### config.mk
export PLATFORM = sky130hd
export DESIGN_NAME = eject_arbiter_flat
export DESIGN_NICKNAME = d
export VERILOG_FILES = /design/src/rtl/eject_arbiter_if.sv /design/src/rtl/eject_arbiter.sv /design/src/flat_wrapper.sv
export SDC_FILE = /design/constraint.sdc
export NUM_CORES = 1
export LEC_CHECK = 0
export ABC_AREA = 1
export CAP_MARGIN = 20
export CELL_PAD_IN_SITES_DETAIL_PLACEMENT = 0
export CELL_PAD_IN_SITES_GLOBAL_PLACEMENT = 2
export CORE_MARGIN = 2
export CORE_UTILIZATION = 34
export DETAILED_ROUTE_END_ITERATION = 10
export DONT_BUFFER_PORTS = 1
export HOLD_SLACK_MARGIN = 0.03
export PLACE_DENSITY_LB_ADDON = 0.1
export SLEW_MARGIN = 20
export SYNTH_ARGS = -nofsm -noshare
export SYNTH_HDL_FRONTEND = slang
export SYNTH_SLANG_ARGS = --single-unit
export TNS_END_PERCENT = 100
### constraint.sdc
create_clock -name clk -period 2.4 [get_ports clk]
set_input_delay 0.24 -clock clk [delete_from_list [all_inputs] [get_ports clk]]
set_output_delay 0.24 -clock clk [all_outputs]
set_load 0.02 [all_outputs]
### src/rtl/eject_arbiter_if.sv
// Input-buffer/eject-sink bundle for the local ejection arbiter.
// slave = arbiter side, master = the buffers and sink driving it.
interface eject_arbiter_if;
   logic [1:0] address;
   logic       valid1, valid2, valid3, valid4;
   logic [1:0] header1, header2, header3, header4;
   logic       ejectReady;
   logic [3:0] grant;
   logic [1:0] ejectSel;
   logic       ejectValid;
   logic       ack1, ack2, ack3, ack4;
   logic       busy;

   modport master (
      output address, valid1, valid2, valid3, valid4,
      output header1, header2, header3, header4, ejectReady,
      input  grant, ejectSel, ejectValid, ack1, ack2, ack3, ack4, busy
   );

   modport slave (
      input  address, valid1, valid2, valid3, valid4,
      input  header1, header2, header3, header4, ejectReady,
      output grant, ejectSel, ejectValid, ack1, ack2, ack3, ack4, busy
   );
endinterface

### src/rtl/eject_arbiter.sv
// Round-robin local-eject arbiter: 1-cycle match-to-grant, owner held for PKT_FLITS acks.
// Backpressure: ejectReady low or owner valid low stalls the packet; one idle cycle per release.
module eject_arbiter #(
   parameter int PKT_FLITS = 4,
   parameter int CNT_W     = 3
) (
   input logic          clk,
   input logic          rst,
   eject_arbiter_if.slave ej
);

   localparam logic [0:0]       IDLE = 1'b0;
   localparam logic [0:0]       BUSY = 1'b1;
   localparam logic [CNT_W-1:0] LAST = CNT_W'(PKT_FLITS - 1);

   logic [0:0]       state;
   logic [3:0]       grant_q;
   logic [1:0]       sel_q;
   logic [1:0]       ptr;
   logic [CNT_W-1:0] cnt;

   logic [3:0] valid_v;
   logic [3:0] match_v;
   logic [3:0] ack_v;
   logic [1:0] win;
   logic [1:0] idx;
   logic       found;
   logic       fire;

   assign valid_v = {ej.valid4, ej.valid3, ej.valid2, ej.valid1};

   assign match_v[0] = ej.valid1 & ~|(ej.header1 ^ ej.address);
   assign match_v[1] = ej.valid2 & ~|(ej.header2 ^ ej.address);
   assign match_v[2] = ej.valid3 & ~|(ej.header3 ^ ej.address);
   assign match_v[3] = ej.valid4 & ~|(ej.header4 ^ ej.address);

   // Scan from ptr+3 down to ptr so the port nearest the pointer wins.
   always_comb begin
      found = 1'b0;
      win   = ptr;
      idx   = ptr;
      for (int i = 3; i >= 0; i--) begin
         idx = ptr + 2'(i);
         if (match_v[idx]) begin
            found = 1'b1;
            win   = idx;
         end
      end
   end

   assign ej.ejectValid = !rst && (state == BUSY) && valid_v[sel_q];
   assign fire          = ej.ejectValid & ej.ejectReady;
   assign ack_v         = fire ? grant_q : 4'b0000;

   assign ej.ack1     = ack_v[0];
   assign ej.ack2     = ack_v[1];
   assign ej.ack3     = ack_v[2];
   assign ej.ack4     = ack_v[3];
   assign ej.grant    = grant_q;
   assign ej.ejectSel = sel_q;
   assign ej.busy     = (state == BUSY);

   always_ff @(posedge clk) begin
      if (rst) begin
         state   <= IDLE;
         grant_q <= 4'b0000;
         sel_q   <= 2'd0;
         ptr     <= 2'd0;
         cnt     <= '0;
      end else begin
         case (state)
            IDLE: begin
               if (found) begin
                  state   <= BUSY;
                  grant_q <= 4'b0001 << win;
                  sel_q   <= win;
                  cnt     <= '0;
               end
            end
            BUSY: begin
               if (fire) begin
                  if (cnt == LAST) begin
                     // ejectSel intentionally keeps the last owner across release.
                     state   <= IDLE;
                     grant_q <= 4'b0000;
                     cnt     <= '0;
                     ptr     <= sel_q + 2'd1;
                  end else begin
                     cnt <= cnt + 1'b1;
                  end
               end
            end
            default: state <= IDLE;
         endcase
      end
   end

endmodule

### src/flat_wrapper.sv
// flat-port wrapper written by rule: the top's interface ports become plain ports
module eject_arbiter_flat 
#(
   parameter int PKT_FLITS = 4,
   parameter int CNT_W     = 3
)
  (clk, rst, ej_address, ej_valid1, ej_valid2, ej_valid3, ej_valid4, ej_header1, ej_header2, ej_header3, ej_header4, ej_ejectReady, ej_grant, ej_ejectSel, ej_ejectValid, ej_ack1, ej_ack2, ej_ack3, ej_ack4, ej_busy);
  eject_arbiter_if ej_i ();
  input logic clk;
  input logic rst;
  input wire logic [$bits(ej_i.address)-1:0] ej_address;
  input wire logic [$bits(ej_i.valid1)-1:0] ej_valid1;
  input wire logic [$bits(ej_i.valid2)-1:0] ej_valid2;
  input wire logic [$bits(ej_i.valid3)-1:0] ej_valid3;
  input wire logic [$bits(ej_i.valid4)-1:0] ej_valid4;
  input wire logic [$bits(ej_i.header1)-1:0] ej_header1;
  input wire logic [$bits(ej_i.header2)-1:0] ej_header2;
  input wire logic [$bits(ej_i.header3)-1:0] ej_header3;
  input wire logic [$bits(ej_i.header4)-1:0] ej_header4;
  input wire logic [$bits(ej_i.ejectReady)-1:0] ej_ejectReady;
  output wire logic [$bits(ej_i.grant)-1:0] ej_grant;
  output wire logic [$bits(ej_i.ejectSel)-1:0] ej_ejectSel;
  output wire logic [$bits(ej_i.ejectValid)-1:0] ej_ejectValid;
  output wire logic [$bits(ej_i.ack1)-1:0] ej_ack1;
  output wire logic [$bits(ej_i.ack2)-1:0] ej_ack2;
  output wire logic [$bits(ej_i.ack3)-1:0] ej_ack3;
  output wire logic [$bits(ej_i.ack4)-1:0] ej_ack4;
  output wire logic [$bits(ej_i.busy)-1:0] ej_busy;
  assign ej_i.address = ej_address;
  assign ej_i.valid1 = ej_valid1;
  assign ej_i.valid2 = ej_valid2;
  assign ej_i.valid3 = ej_valid3;
  assign ej_i.valid4 = ej_valid4;
  assign ej_i.header1 = ej_header1;
  assign ej_i.header2 = ej_header2;
  assign ej_i.header3 = ej_header3;
  assign ej_i.header4 = ej_header4;
  assign ej_i.ejectReady = ej_ejectReady;
  assign ej_grant = ej_i.grant;
  assign ej_ejectSel = ej_i.ejectSel;
  assign ej_ejectValid = ej_i.ejectValid;
  assign ej_ack1 = ej_i.ack1;
  assign ej_ack2 = ej_i.ack2;
  assign ej_ack3 = ej_i.ack3;
  assign ej_ack4 = ej_i.ack4;
  assign ej_busy = ej_i.busy;
  eject_arbiter #(.PKT_FLITS(PKT_FLITS), .CNT_W(CNT_W)) u_core (.clk(clk), .rst(rst), .ej(ej_i));
endmodule
Word level (Yosys, flattened, before mapping). Index checks and enable logic that the tools add are counted.

$add $sub $neg: 5. Equality and inequality tests: 4. Reductions and logical operators: 15. Order comparisons: 5. Bitwise logic cells: 10. Multiplexer cells: 31. Shift-type cells: 1.

Operator list (number): $mux 4 (4); $lt 2x3->1 const B (5); $mux 1 (12); $bmux 1 s2 (5); $mux 3 (3); $mux 2 (4); $pmux 4 s2 (1); $reduce_or 2->1 (4); $xor 2x2->2 (4); $pmux 3 s2 (1); $reduce_and 3->1 (2); $and 1x1->1 (5); $logic_not 1->1 (5); $add 2x1->2 const B (2); $add 2x2->2 const B (2); $ne 2x2->1 const B (2); $reduce_and 2->1 (2); $shl 1x2->4 const A (1); $add 3x1->3 const B (1); $eq 3x2->1 const B (1); $logic_and 1x1->1 (2); $ne 2x1->1 const B (1); $pmux 1 s2 (1); $not 1->1 (1).

Bits of input ports: 17. Word-level logic and storage cells: 76. Register bits: 12. Output and inout port bits: 12.

Logic depth before layout (Yosys ltp).
Depth in word-level cells: 13. Mapped depth: 14. Depth with buffers taken out: 14.

Worst setup path before layout. Ideal clock, no wire load.

Kind: flip-flop to output port. Start: register u_core.sel_q[0] (netlist: u_core.ej.ejectSel[0]). End: output ej_ack1. Stages on the path, launching flop included: 7. Required time: 2.160 ns. Data arrival time: 1.695 ns. Setup slack: 0.465 ns. Buffers on the path: 0. Cell sequence: dfxtp_1 -> inv_2 -> o21ai_0 -> a21oi_1 -> a211oi_2 -> nand2_1 -> nor2_1.

Cells in the longest elaborated chain, start to end: 5.

RTL lines: start: declaration (line eject_arbiter.sv:18) `logic [1:0] sel_q;`; start signal: assignment (line eject_arbiter.sv:76) `sel_q <= win;`; $bmux 1 s2 (line eject_arbiter.sv:51) `assign ej.ejectValid = !rst && (state == BUSY) && valid_v[sel_q];`; $mux 1 (implied by the code) (line eject_arbiter.sv:51); $logic_and 1x1->1 (line eject_arbiter.sv:51); net ej_ejectValid (line flat_wrapper.sv:23) `output wire logic [$bits(ej_i.ejectValid)-1:0] ej_ejectValid;`; $and 1x1->1 (line eject_arbiter.sv:52) `assign fire = ej.ejectValid & ej.ejectReady;`; $mux 4 (line eject_arbiter.sv:53) `assign ack_v = fire ? grant_q : 4'b0000;`; end: declaration (line flat_wrapper.sv:24) `output wire logic [$bits(ej_i.ack1)-1:0] ej_ack1;`.

The timed path passes the listed nets, and every way through them passes these cells. The select of a mux whose other input is x is not followed.

Worst setup path in the final report.
Start: register u_core.sel_q[0] (netlist: u_core.ej.ejectSel[0]). End: output ej_ack2.

Cells in the longest elaborated chain, start to end: 5.

RTL lines: $bmux 1 s2 (line eject_arbiter.sv:51); $mux 1 (implied by the code) (line eject_arbiter.sv:51); $logic_and 1x1->1 (line eject_arbiter.sv:51); $and 1x1->1 (line eject_arbiter.sv:52); $mux 4 (line eject_arbiter.sv:53); end: declaration (line flat_wrapper.sv:25) `output wire logic [$bits(ej_i.ack2)-1:0] ej_ack2;`.

Every way passes these cells. The select of a mux whose other input is x is not followed.

==> impl_results.md <==
* Layout cells sized above 1 at 0.247
* Most frequent cell after synthesis: nand2_1
* Final Cycle Share at 0.885
* GP Congestion at 0.696
* Area of the multi-input gates at 694 um2
* Row cnt at 20
* Crit path launch type: flop
* Synth Net Count at 185
* CTS Buffer Depth at 2
* Slew headroom at 0.748
* TritonRoute pass-1 iters at 4
* Routed Antenna Nets at 0
* Syn avg cell area at 6.41 um2
* VDD IR max at 293 uV
* CTS Hold Buffers Added at 1
* Pleak at 0.558 nW
* Vias at 1056
* CTS tree: done
* CTS Sinks at 12
* Status: complete, no violations
* Horiz. Die Dim at 60.1 um
* Main flop type after synthesis: dfxtp_1
* Fin Setup TNS at 0 ns
* Hold crit path type: primary input to flop
* Async S/R FF share, synth at 0
* WL per Instance at 11.4 um
* Total CTS buffers at 3
* DRT iter0 DRCs at 30
* Initial antenna violation count at 0
* Synth warn at 0
* Layout Skew at 0.00129 ns
* Initial Util at 0.353
* Final instance area at 1180 um2
* EDFF count, synth at 0
* Max Cap Viol at 0
* First-pass GRT wire length at 4.46 mm
* Sequential area share after synthesis at 0.225
* Total chip power at 0.508 mW
* CP Data Arrival Time at 1.88 ns
* Final Net Count at 194
* Synth-to-layout area growth at 9.94%
* Vias in the first global route at 1080
* Max Slew Vio Count at 0
* Core Region at 3030 um2
* Die Y-Extent at 60.1 um
* Via density at 4.84
* Cell variety after synth at 26
* Final wirelength at 2.50 mm
* Clock latency on the worst-skew pair at 0.27 ns
* H-tree depth at 1
* Commonest cells post-synth: nand2_1 (40), inv_1 (27), nand3_1 (15), a21oi_1 (12), dfxtp_1 (12)
* Cts repair resizes at 0
* Final-report hold violation count at 0
* Antenna Cells at 0
* Final design utilization at 0.388
* Max Fclk at 471 MHz
* Crit path kind: flop to output pin
* Hold Slack at 0.136 ns
* Reg clk slew, reported paths at 0.07 ns
* Die area at 3610 um2
* Top cells by area, synth: dfxtp_1 (22%), nand2_1 (14%), inv_1 (9.5%)
* Post-Syn Instances at 167
* CP required at 2.16 ns
* Yosys top cell area share at 0.225
* Tightest Pin Transition at 0.377 ns
* Crit Path Max Fanout at 6
* Root Driver: clkbuf_4
* Residual DRC at 0
* Post-CTS setup buffer count at 0
* Yosys top cell by area: dfxtp_1
* Gr ovfl total at 0
* FF+latch count, synth at 12
* Dpl hpwl at 2.07 mm
* Unrepaired setup endpoints after global routing: no
* Buffers on Ports at 0
* CP Capture Type: output pin
* R2r setup slk at 0.52 ns
* Largest net degree at the start of global routing at 9
* Post-layout minimum cycle time at 2.12 ns
* Power Dens Cells at 431 nW/um2
* Placement Cell Area at 1140 um2
* Ports at 29
* Register Area at 240 um2
* Fillers at 339
* Final setup fails at 0
* Global Route Usage Sum at 0.165
* Cell area after synthesis at 1070 um2
through the flow:
| stage | std cells | setup slack [ns] |
|---|---|---|
| final | 218 | 0.275 |
| after global routing | 218 | 0.0606 |
| after CTS | 218 | 0.233 |
| after detailed placement | 214 | 0.509 |
| after global placement | 214 | 0.573 |
| after floorplan | 167 | 0.465 |
registers in the layout (all words and copies together) (netlist names):
signal and flops:
u_core.ej.busy 1, u_core.ptr 2, u_core.ej.grant 4, u_core.ej.ejectSel 2, u_core.cnt 3
worst paths after layout:
path                          from               endpoint  depth (start not counted)
max          u_core.ej.ejectSel[0]                ej_ack2                          6
min                            rst  u_core.ej.ejectSel[0]                          3
max reg2reg  u_core.ej.ejectSel[0]     u_core.ej.grant[3]                         11
min reg2reg          u_core.cnt[2]          u_core.cnt[2]                          2
logic make-up after synthesis:
| kind of cell | share of synthesized area |
|---|---|
| xor+xnor | 0.0234 |
| flops | 0.225 |
| compound gates | 0.152 |
| fa+ha+maj | 0.0117 |
| buf+inv | 0.126 |
| simple gates | 0.462 |
power breakdown:
part / total [mW] / internal, mW / switching, mW
Sequential: 0.236 / 0.213 / 0.0234
Clock: 0.122 / 0.0580 / 0.0639
Combinational: 0.150 / 0.0552 / 0.0943
metal layers:
layer  global-route usage  wire length, um  vias to the layer above
met5                    0                0                        -
met4               0.0889               76                        0
met3               0.0260              101                        8
met2                0.303             1300                       23
met1                0.177             1020                      474
li1                     -                -                      551
layout make-up:
cell class                 instances  area share
timing repair buffer               5      0.0340
inverter                          33       0.105
tap                               44      0.0468
clock buffer                       3      0.0191
multi-input combinational        121       0.590
sequential                        12       0.204
worst max-delay path, cell delays in order, from the launching register on:
cell	delay, ns
dfxtp_1	0.51
inv_2	0.10
o21ai_0	0.17
a21oi_1	0.07
a211oi_2	0.19
nand2_1	0.21
nor2_1	0.36
placed cells by master (no fill, tap or decap), drive strengths merged:
cell / instances
clkbuf: 3
ha: 1
buf: 4
a211oi: 1
o21ai: 7
nand4: 6
inv: 33
nand3b: 1
dlygate4sd3: 1
nand2: 51
nand3: 21
dfxtp: 12
nor2: 14
a21oi: 14
nor3: 1
xnor2: 2
o211ai: 1
a21boi: 1
Note: power is estimated with default switching activity, not from simulation.
